==> src/rtl/light_accum_pkg.sv <==
// Shared types and constants for the light accumulation / resolve block.
// Dither table is only consumed when LIGHT_ACCUM_DITHER_EN is defined.
package light_accum_pkg;

  typedef enum logic {
    IDLE,
    ACCUM
  } state_e;

  localparam int          PIX_W        = 16;
  localparam logic [14:0] Q115_MAX     = 15'h7FFF;
  localparam int          UNORM8_SHIFT = 7;

  // 2x2 ordered dither, indexed by {px[1], px[0]}
  localparam logic [6:0] DITHER_TBL [4] = '{7'd0, 7'd64, 7'd96, 7'd32};

  typedef struct packed {
    logic [PIX_W-1:0] px;
    logic [23:0]      rgb;
    logic [4:0]       lights;
  } res_pix_t;

endpackage

==> src/rtl/light_accum_fifo.sv <==
// Synchronous show-ahead FIFO for resolved pixels; head entry is always on data_o.
// Push and pop in the same cycle are allowed even when full.
module light_accum_fifo #(
  parameter int DEPTH = 4,
  parameter int WIDTH = 8
) (
  input  logic                   clk,
  input  logic                   rst_n,
  input  logic                   push_i,
  input  logic [WIDTH-1:0]       data_i,
  input  logic                   pop_i,
  output logic [WIDTH-1:0]       data_o,
  output logic                   valid_o,
  output logic [$clog2(DEPTH):0] count_o
);

  localparam int AW = $clog2(DEPTH);

  logic [WIDTH-1:0] mem_q [DEPTH];
  logic [AW-1:0]    wptr_q, wptr_d;
  logic [AW-1:0]    rptr_q, rptr_d;
  logic [AW:0]      count_q, count_d;
  logic             pop_ok;

  assign pop_ok  = pop_i & (count_q != '0);
  assign valid_o = (count_q != '0);
  assign data_o  = mem_q[rptr_q];
  assign count_o = count_q;

  always_comb begin
    wptr_d  = wptr_q;
    rptr_d  = rptr_q;
    count_d = count_q;
    if (push_i) wptr_d = wptr_q + 1'b1;
    if (pop_ok) rptr_d = rptr_q + 1'b1;
    case ({push_i, pop_ok})
      2'b10:   count_d = count_q + 1'b1;
      2'b01:   count_d = count_q - 1'b1;
      default: count_d = count_q;
    endcase
  end

  always_ff @(posedge clk) begin
    if (push_i) mem_q[wptr_q] <= data_i;
  end

  always_ff @(posedge clk) begin
    if (!rst_n) begin
      wptr_q  <= '0;
      rptr_q  <= '0;
      count_q <= '0;
    end else begin
      wptr_q  <= wptr_d;
      rptr_q  <= rptr_d;
      count_q <= count_d;
    end
  end

endmodule

==> src/rtl/light_accum_resolve.sv <==
// Sums per-light Q1.15 RGB beats per pixel, resolves to UNORM8 and queues results.
// Optional ordered dither before quantisation: define LIGHT_ACCUM_DITHER_EN.
module light_accum_resolve
  import light_accum_pkg::*;
#(
  parameter int FIFO_DEPTH = 4,
  parameter int PX_W       = 16,
  parameter int ACC_W      = 20,
  parameter int MAX_LIGHTS = 16
) (
  input  logic            clk,
  input  logic            rst_n,
  input  logic            in_valid,
  input  logic [15:0]     in_r,
  input  logic [15:0]     in_g,
  input  logic [15:0]     in_b,
  input  logic [PX_W-1:0] in_px,
  input  logic            in_last,
  output logic            in_ready,
  output logic            out_valid,
  input  logic            out_ready,
  output logic [PX_W-1:0] out_px,
  output logic [23:0]     out_rgb,
  output logic [4:0]      out_lights,
  output logic            ovf_sticky,
  output logic            px_err_sticky
);

  localparam int CNT_W = $clog2(FIFO_DEPTH) + 1;

  state_e           state_q, state_d;
  logic [ACC_W-1:0] acc_r_q, acc_g_q, acc_b_q;
  logic [ACC_W-1:0] acc_r_d, acc_g_d, acc_b_d;
  logic [PX_W-1:0]  cur_px_q, cur_px_d;
  logic [4:0]       count_q, count_d;
  logic             stage_valid_q, stage_valid_d;
  res_pix_t         stage_q, stage_d;
  logic             ovf_q, ovf_d;
  logic             pxerr_q, pxerr_d;

  logic             accept, start;
  logic [ACC_W-1:0] sum_r, sum_g, sum_b;
  logic [14:0]      s_r, s_g, s_b;
  logic [4:0]       count_new;
  logic [23:0]      res_rgb;
  logic [CNT_W-1:0] fifo_count;
  logic [$bits(res_pix_t)-1:0] fifo_data;
  res_pix_t         head;

  function automatic logic [ACC_W-1:0] clamp_in(input logic [15:0] x);
    return x[15] ? '0 : ACC_W'(x[14:0]);
  endfunction

  function automatic logic [ACC_W-1:0] sat_add(input logic [ACC_W-1:0] a,
                                                input logic [ACC_W-1:0] b);
    logic [ACC_W:0] t;
    t = {1'b0, a} + {1'b0, b};
    return t[ACC_W] ? '1 : t[ACC_W-1:0];
  endfunction

  function automatic logic [14:0] sat15(input logic [ACC_W-1:0] a);
    return (a > ACC_W'(Q115_MAX)) ? Q115_MAX : a[14:0];
  endfunction

  assign accept    = in_valid & in_ready;
  assign start     = (state_q == IDLE) || (in_px != cur_px_q);
  assign sum_r     = start ? clamp_in(in_r) : sat_add(acc_r_q, clamp_in(in_r));
  assign sum_g     = start ? clamp_in(in_g) : sat_add(acc_g_q, clamp_in(in_g));
  assign sum_b     = start ? clamp_in(in_b) : sat_add(acc_b_q, clamp_in(in_b));
  assign count_new = start ? 5'd1 : count_q + 5'd1;
  assign s_r       = sat15(sum_r);
  assign s_g       = sat15(sum_g);
  assign s_b       = sat15(sum_b);

`ifdef LIGHT_ACCUM_DITHER_EN
  function automatic logic [7:0] dither_cvt(input logic [14:0] s, input logic [1:0] idx);
    logic [15:0] t;
    t = {1'b0, s} + {9'd0, DITHER_TBL[idx]};
    return t[15] ? 8'hFF : 8'(t >> UNORM8_SHIFT);
  endfunction

  assign res_rgb = {dither_cvt(s_r, in_px[1:0]), dither_cvt(s_g, in_px[1:0]),
                    dither_cvt(s_b, in_px[1:0])};
`else
  assign res_rgb = {8'(s_r >> UNORM8_SHIFT), 8'(s_g >> UNORM8_SHIFT),
                    8'(s_b >> UNORM8_SHIFT)};
`endif

  // Credit check uses only registered state so the lighting core sees a clean ready
  assign in_ready = (32'(fifo_count) + 32'(stage_valid_q)) < 32'(FIFO_DEPTH);

  always_comb begin
    state_d       = state_q;
    acc_r_d       = acc_r_q;
    acc_g_d       = acc_g_q;
    acc_b_d       = acc_b_q;
    cur_px_d      = cur_px_q;
    count_d       = count_q;
    stage_valid_d = 1'b0;
    stage_d       = stage_q;
    ovf_d         = ovf_q | (in_valid & ~in_ready);
    pxerr_d       = pxerr_q;
    if (accept) begin
      if (state_q == ACCUM && in_px != cur_px_q) pxerr_d = 1'b1;
      acc_r_d  = sum_r;
      acc_g_d  = sum_g;
      acc_b_d  = sum_b;
      cur_px_d = in_px;
      count_d  = count_new;
      if (in_last || count_new == 5'(MAX_LIGHTS)) begin
        state_d        = IDLE;
        stage_valid_d  = 1'b1;
        stage_d.px     = in_px;
        stage_d.rgb    = res_rgb;
        stage_d.lights = count_new;
      end else begin
        state_d = ACCUM;
      end
    end
  end

  always_ff @(posedge clk) begin
    if (!rst_n) begin
      state_q       <= IDLE;
      acc_r_q       <= '0;
      acc_g_q       <= '0;
      acc_b_q       <= '0;
      cur_px_q      <= '0;
      count_q       <= '0;
      stage_valid_q <= 1'b0;
      stage_q       <= '0;
      ovf_q         <= 1'b0;
      pxerr_q       <= 1'b0;
    end else begin
      state_q       <= state_d;
      acc_r_q       <= acc_r_d;
      acc_g_q       <= acc_g_d;
      acc_b_q       <= acc_b_d;
      cur_px_q      <= cur_px_d;
      count_q       <= count_d;
      stage_valid_q <= stage_valid_d;
      stage_q       <= stage_d;
      ovf_q         <= ovf_d;
      pxerr_q       <= pxerr_d;
    end
  end

  light_accum_fifo #(
    .DEPTH (FIFO_DEPTH),
    .WIDTH ($bits(res_pix_t))
  ) u_fifo (
    .clk     (clk),
    .rst_n   (rst_n),
    .push_i  (stage_valid_q),
    .data_i  (stage_q),
    .pop_i   (out_ready),
    .data_o  (fifo_data),
    .valid_o (out_valid),
    .count_o (fifo_count)
  );

  assign head          = res_pix_t'(fifo_data);
  assign out_px        = out_valid ? head.px     : '0;
  assign out_rgb       = out_valid ? head.rgb    : '0;
  assign out_lights    = out_valid ? head.lights : '0;
  assign ovf_sticky    = ovf_q;
  assign px_err_sticky = pxerr_q;

endmodule

==> config.mk <==
export PLATFORM = sky130hd
export DESIGN_NAME = light_accum_resolve
export DESIGN_NICKNAME = d
export VERILOG_FILES = /design/src/rtl/light_accum_pkg.sv /design/src/rtl/light_accum_fifo.sv /design/src/rtl/light_accum_resolve.sv
export SDC_FILE = /design/constraint.sdc
export NUM_CORES = 1
export LEC_CHECK = 0
export BUFFER_PORTS_ARGS = -buffer_cell sky130_fd_sc_hd__buf_4
export CORE_MARGIN = 2
export CORE_UTILIZATION = 55
export DETAILED_ROUTE_END_ITERATION = 8
export PLACE_DENSITY = 0.77
export SLEW_MARGIN = 20
export SYNTH_ARGS = -nofsm -noshare
export SYNTH_HDL_FRONTEND = slang
export SYNTH_SLANG_ARGS = --single-unit
==> constraint.sdc <==
create_clock -name clk -period 3.45 [get_ports clk]
set_input_delay 0.5175 -clock clk [delete_from_list [all_inputs] [get_ports clk]]
set_output_delay 0.5175 -clock clk [all_outputs]
set_load 0.01 [all_outputs]
==> results.py <==
metrics = {
    "setup_path": {
        "cp-end-kind": "flop",
        "crit_type": "flop to flop",
        "cp.depth": 9,
        "critical_path_required_ps": 3930,
        "start_kind": "flop",
        "crit_buf_inv": 0,
        "rrSetupSlack_ps": 500,
        "cp_max_fo": 6,
        "crit_family": "compound AO/OA/AOI/OAI gates",
        "slowest_stage": "mux2_2",
        "crit_arrival_ps": 3430,
        "slowest_delay_ps": 410,
        "rr_worst_depth": 9,
        "critical_path.cell_chain": "ha_1 > a21o_1 > a31o_1 > o2111ai_1 > nand3_2 > a31oi_4 > mux2_2 > a32oi_2 > o221a_1",
    },
    "drt": {
        "first_pass_iters": 6,
        "detail_route.iter0.violations": 885,
        "routed_wl_um": 34700,
        "drc": 0,
        "vias": 11300,
        "ant_nets": 0,
        "vias_per_cell": 5.84,
        "wire_per_inst_um": 17.9,
    },
    "sta": {
        "fmax_mhz": 340,
        "tightest_slew_ps": 1050,
        "fin_setup_tns_ps": 0,
        "fin_crit_sh": 0.854,
        "setup_viol": 0,
        "hold_viol": 0,
        "period_minus_slack_ps": 2950,
        "setup_ws_ps": 505,
        "skew_ps": 17.4,
        "drv_slew": 0,
        "rsz0062_at_grt": "false",
        "slew_headroom": 0.300,
    },
    "finish": {
        "nFillCells": 2245,
        "layout_commonest_cell": "edfxtp_1",
        "nets": 1652,
        "drive_above_1_share": 0.189,
        "syn_to_final_growth_pct": 15.6,
        "layout_common_cells": "180 x edfxtp_1, 157 x nand2_1, 149 x buf_4",
    },
    "clocking": {
        "clock-sinks": 319,
        "cts_resized": 0,
        "clkLatencyLatePin_ps": 560,
        "htree_levels": 1,
        "clockBufferDepth": 3,
        "clk_pin_slew_ps": 60,
        "cts-buffers-inserted": 31,
        "postCtsSetupRepairBufs": 0,
        "postCtsHoldBufs": 0,
        "cts_root_buf": "clkbuf_16",
        "cts_tree": "yes",
    },
    "power_and_ir_drop": {
        "p_per_area_mw_per_mm2": 530,
        "leakagePower_uw": 0.00670,
        "peakVddDrop_mv": 0.416,
    },
    "synthesis": {
        "ys_warn_count": 0,
        "synth_flop_cell": "edfxtp_1",
        "netlist_area_mm2": 0.0158,
        "synth_area_leaders": "edfxtp_1 34%, dfxtp_1 18%, mux4_2 6.4%",
        "seq_area_frac_synth": 0.517,
        "syn-num-nets": 1545,
        "synth_top_area_frac": 0.341,
        "ys_ff_latch": 319,
        "synth_edf_count": 180,
        "synth.largest_area_cell": "edfxtp_1",
        "synth_area_per_cell_um2": 11.1,
        "async_flop_share": 0,
        "synth_cells": 1421,
        "ys_types": 91,
    },
    "die": {
        "ios": 118,
        "placementRows": 62,
        "chipHeight_um": 174,
        "dieWidth_um": 174,
        "core_area_mm2": 0.0285,
        "floorplan.initialDensity": 0.555,
        "die-area_mm2": 0.0302,
    },
    "grt": {
        "grt-ovfl-total": 0,
        "grt_pass1_vias": 10900,
        "grt_start_max_net_pins": 97,
        "grt_antenna_before_repair": 1,
        "grt_pass1_wl_um": 56300,
        "track_usage": 0.229,
    },
    "min_path": {
        "holdCritPathClass": "input port to flop",
        "holdPathStages": 3,
    },
    "run_status": {
        "outcome": "complete, no violations",
    },
    "job": {
        "maxCapViolCount": 0,
    },
    "placed_design": {
        "portBuffers": 117,
        "place_hpwl_um": 22700,
        "gp_congestion": 0.902,
        "preCtsSetupSlack_ps": 11.5,
    },
}
[routing by layer]
layer  share of wire  track usage  up-vias  wire, µm
met1            0.45        0.313     5490     15700
met4           0.020       0.0606        0       709
li1                -            -     5474         -
met3           0.047       0.0250       54      1630
met5               0            0        -         0
met2            0.48        0.391      291     16700
[state kept, by name, summed over array words and instances (netlist names), named ones only]
signal and flops:
u_fifo.wptr_q 2, u_fifo.mem_q 180, acc_r_q 20, u_fifo.count_o 3, count_q 5, stage_q 45
state_q 1, ovf_sticky 1, px_err_sticky 1, acc_g_q 20, u_fifo.rptr_q 2, cur_px_q 16
acc_b_q 20, stage_valid_q 1
[final timing paths]
check                          startpoint                  endpoint
setup reg to reg  acc_r_q[4]$_SDFFE_PN0P_  stage_q[25]$_SDFFE_PN0P_
hold reg to reg   acc_b_q[0]$_SDFFE_PN0P_   acc_b_q[0]$_SDFFE_PN0P_
hold / removal                   in_px[8]  stage_q[37]$_SDFFE_PN0P_
setup / recovery  acc_r_q[4]$_SDFFE_PN0P_  stage_q[25]$_SDFFE_PN0P_
[where the power goes]
part	internal (µW)	total [µW]	leakage (µW)	switching, µW
Combinational	912	1860	0.00341	950
Sequential	4140	4250	0.00275	104
Clock	2120	3590	0.000539	1470
Total	7180	9700	0.00670	2520
[synthesized netlist by cell type, drive strengths merged (28+ instances only)]
cell,n
mux4,45
a21boi,32
clkbuf,51
dfxtp,139
edfxtp,180
nor2,106
buf,28
ha,51
a21oi,112
o21ai,40
xor2,41
inv,30
nand2,159
and2,61
nor2b,60
[worst min-delay path, cell delays in order]
cell	delay, ps
buf_4	120
nand2_1	50
a21oi_1	50
[through the flow]
step | utilization | power [µW] | cell area, µm² | hold slack (ps) | instances
2_1_floorplan | - | 5500 | 15800 | 435 | 1421
3_3_place_gp | 0.602 | 6170 | 17200 | 444 | 1879
3_5_place_dp | 0.602 | 6210 | 17200 | 452 | 1879
4_1_cts | 0.641 | 9780 | 18300 | 220 | 1937
5_1_grt | 0.641 | 10100 | 18300 | 229 | 1938
6_report | 0.641 | 9700 | 18300 | 242 | 1938
[cell type report]
type | count | area, µm² | share of cell area
inverter | 30 | 113 | 0.00615
clock inverter | 18 | 219 | 0.0120
timing repair buffer | 153 | 1200 | 0.0655
clock buffer | 40 | 882 | 0.0482
antenna | 1 | 2.50 | 0.000137
sequential | 319 | 8190 | 0.448
multi-input combinational | 993 | 7220 | 0.394
tap | 384 | 480 | 0.0263
[logic make-up after synthesis]
logic type / synth area share
adders and majority gates: 0.0454
and+or+nand+nor: 0.145
muxes: 0.0673
DFF: 0.517
buffers and inverters: 0.0286
AOI/OAI and AO/OA: 0.163
xor gates and xnor gates: 0.0337
No activity file was read; power rests on OpenSTA's default activity.
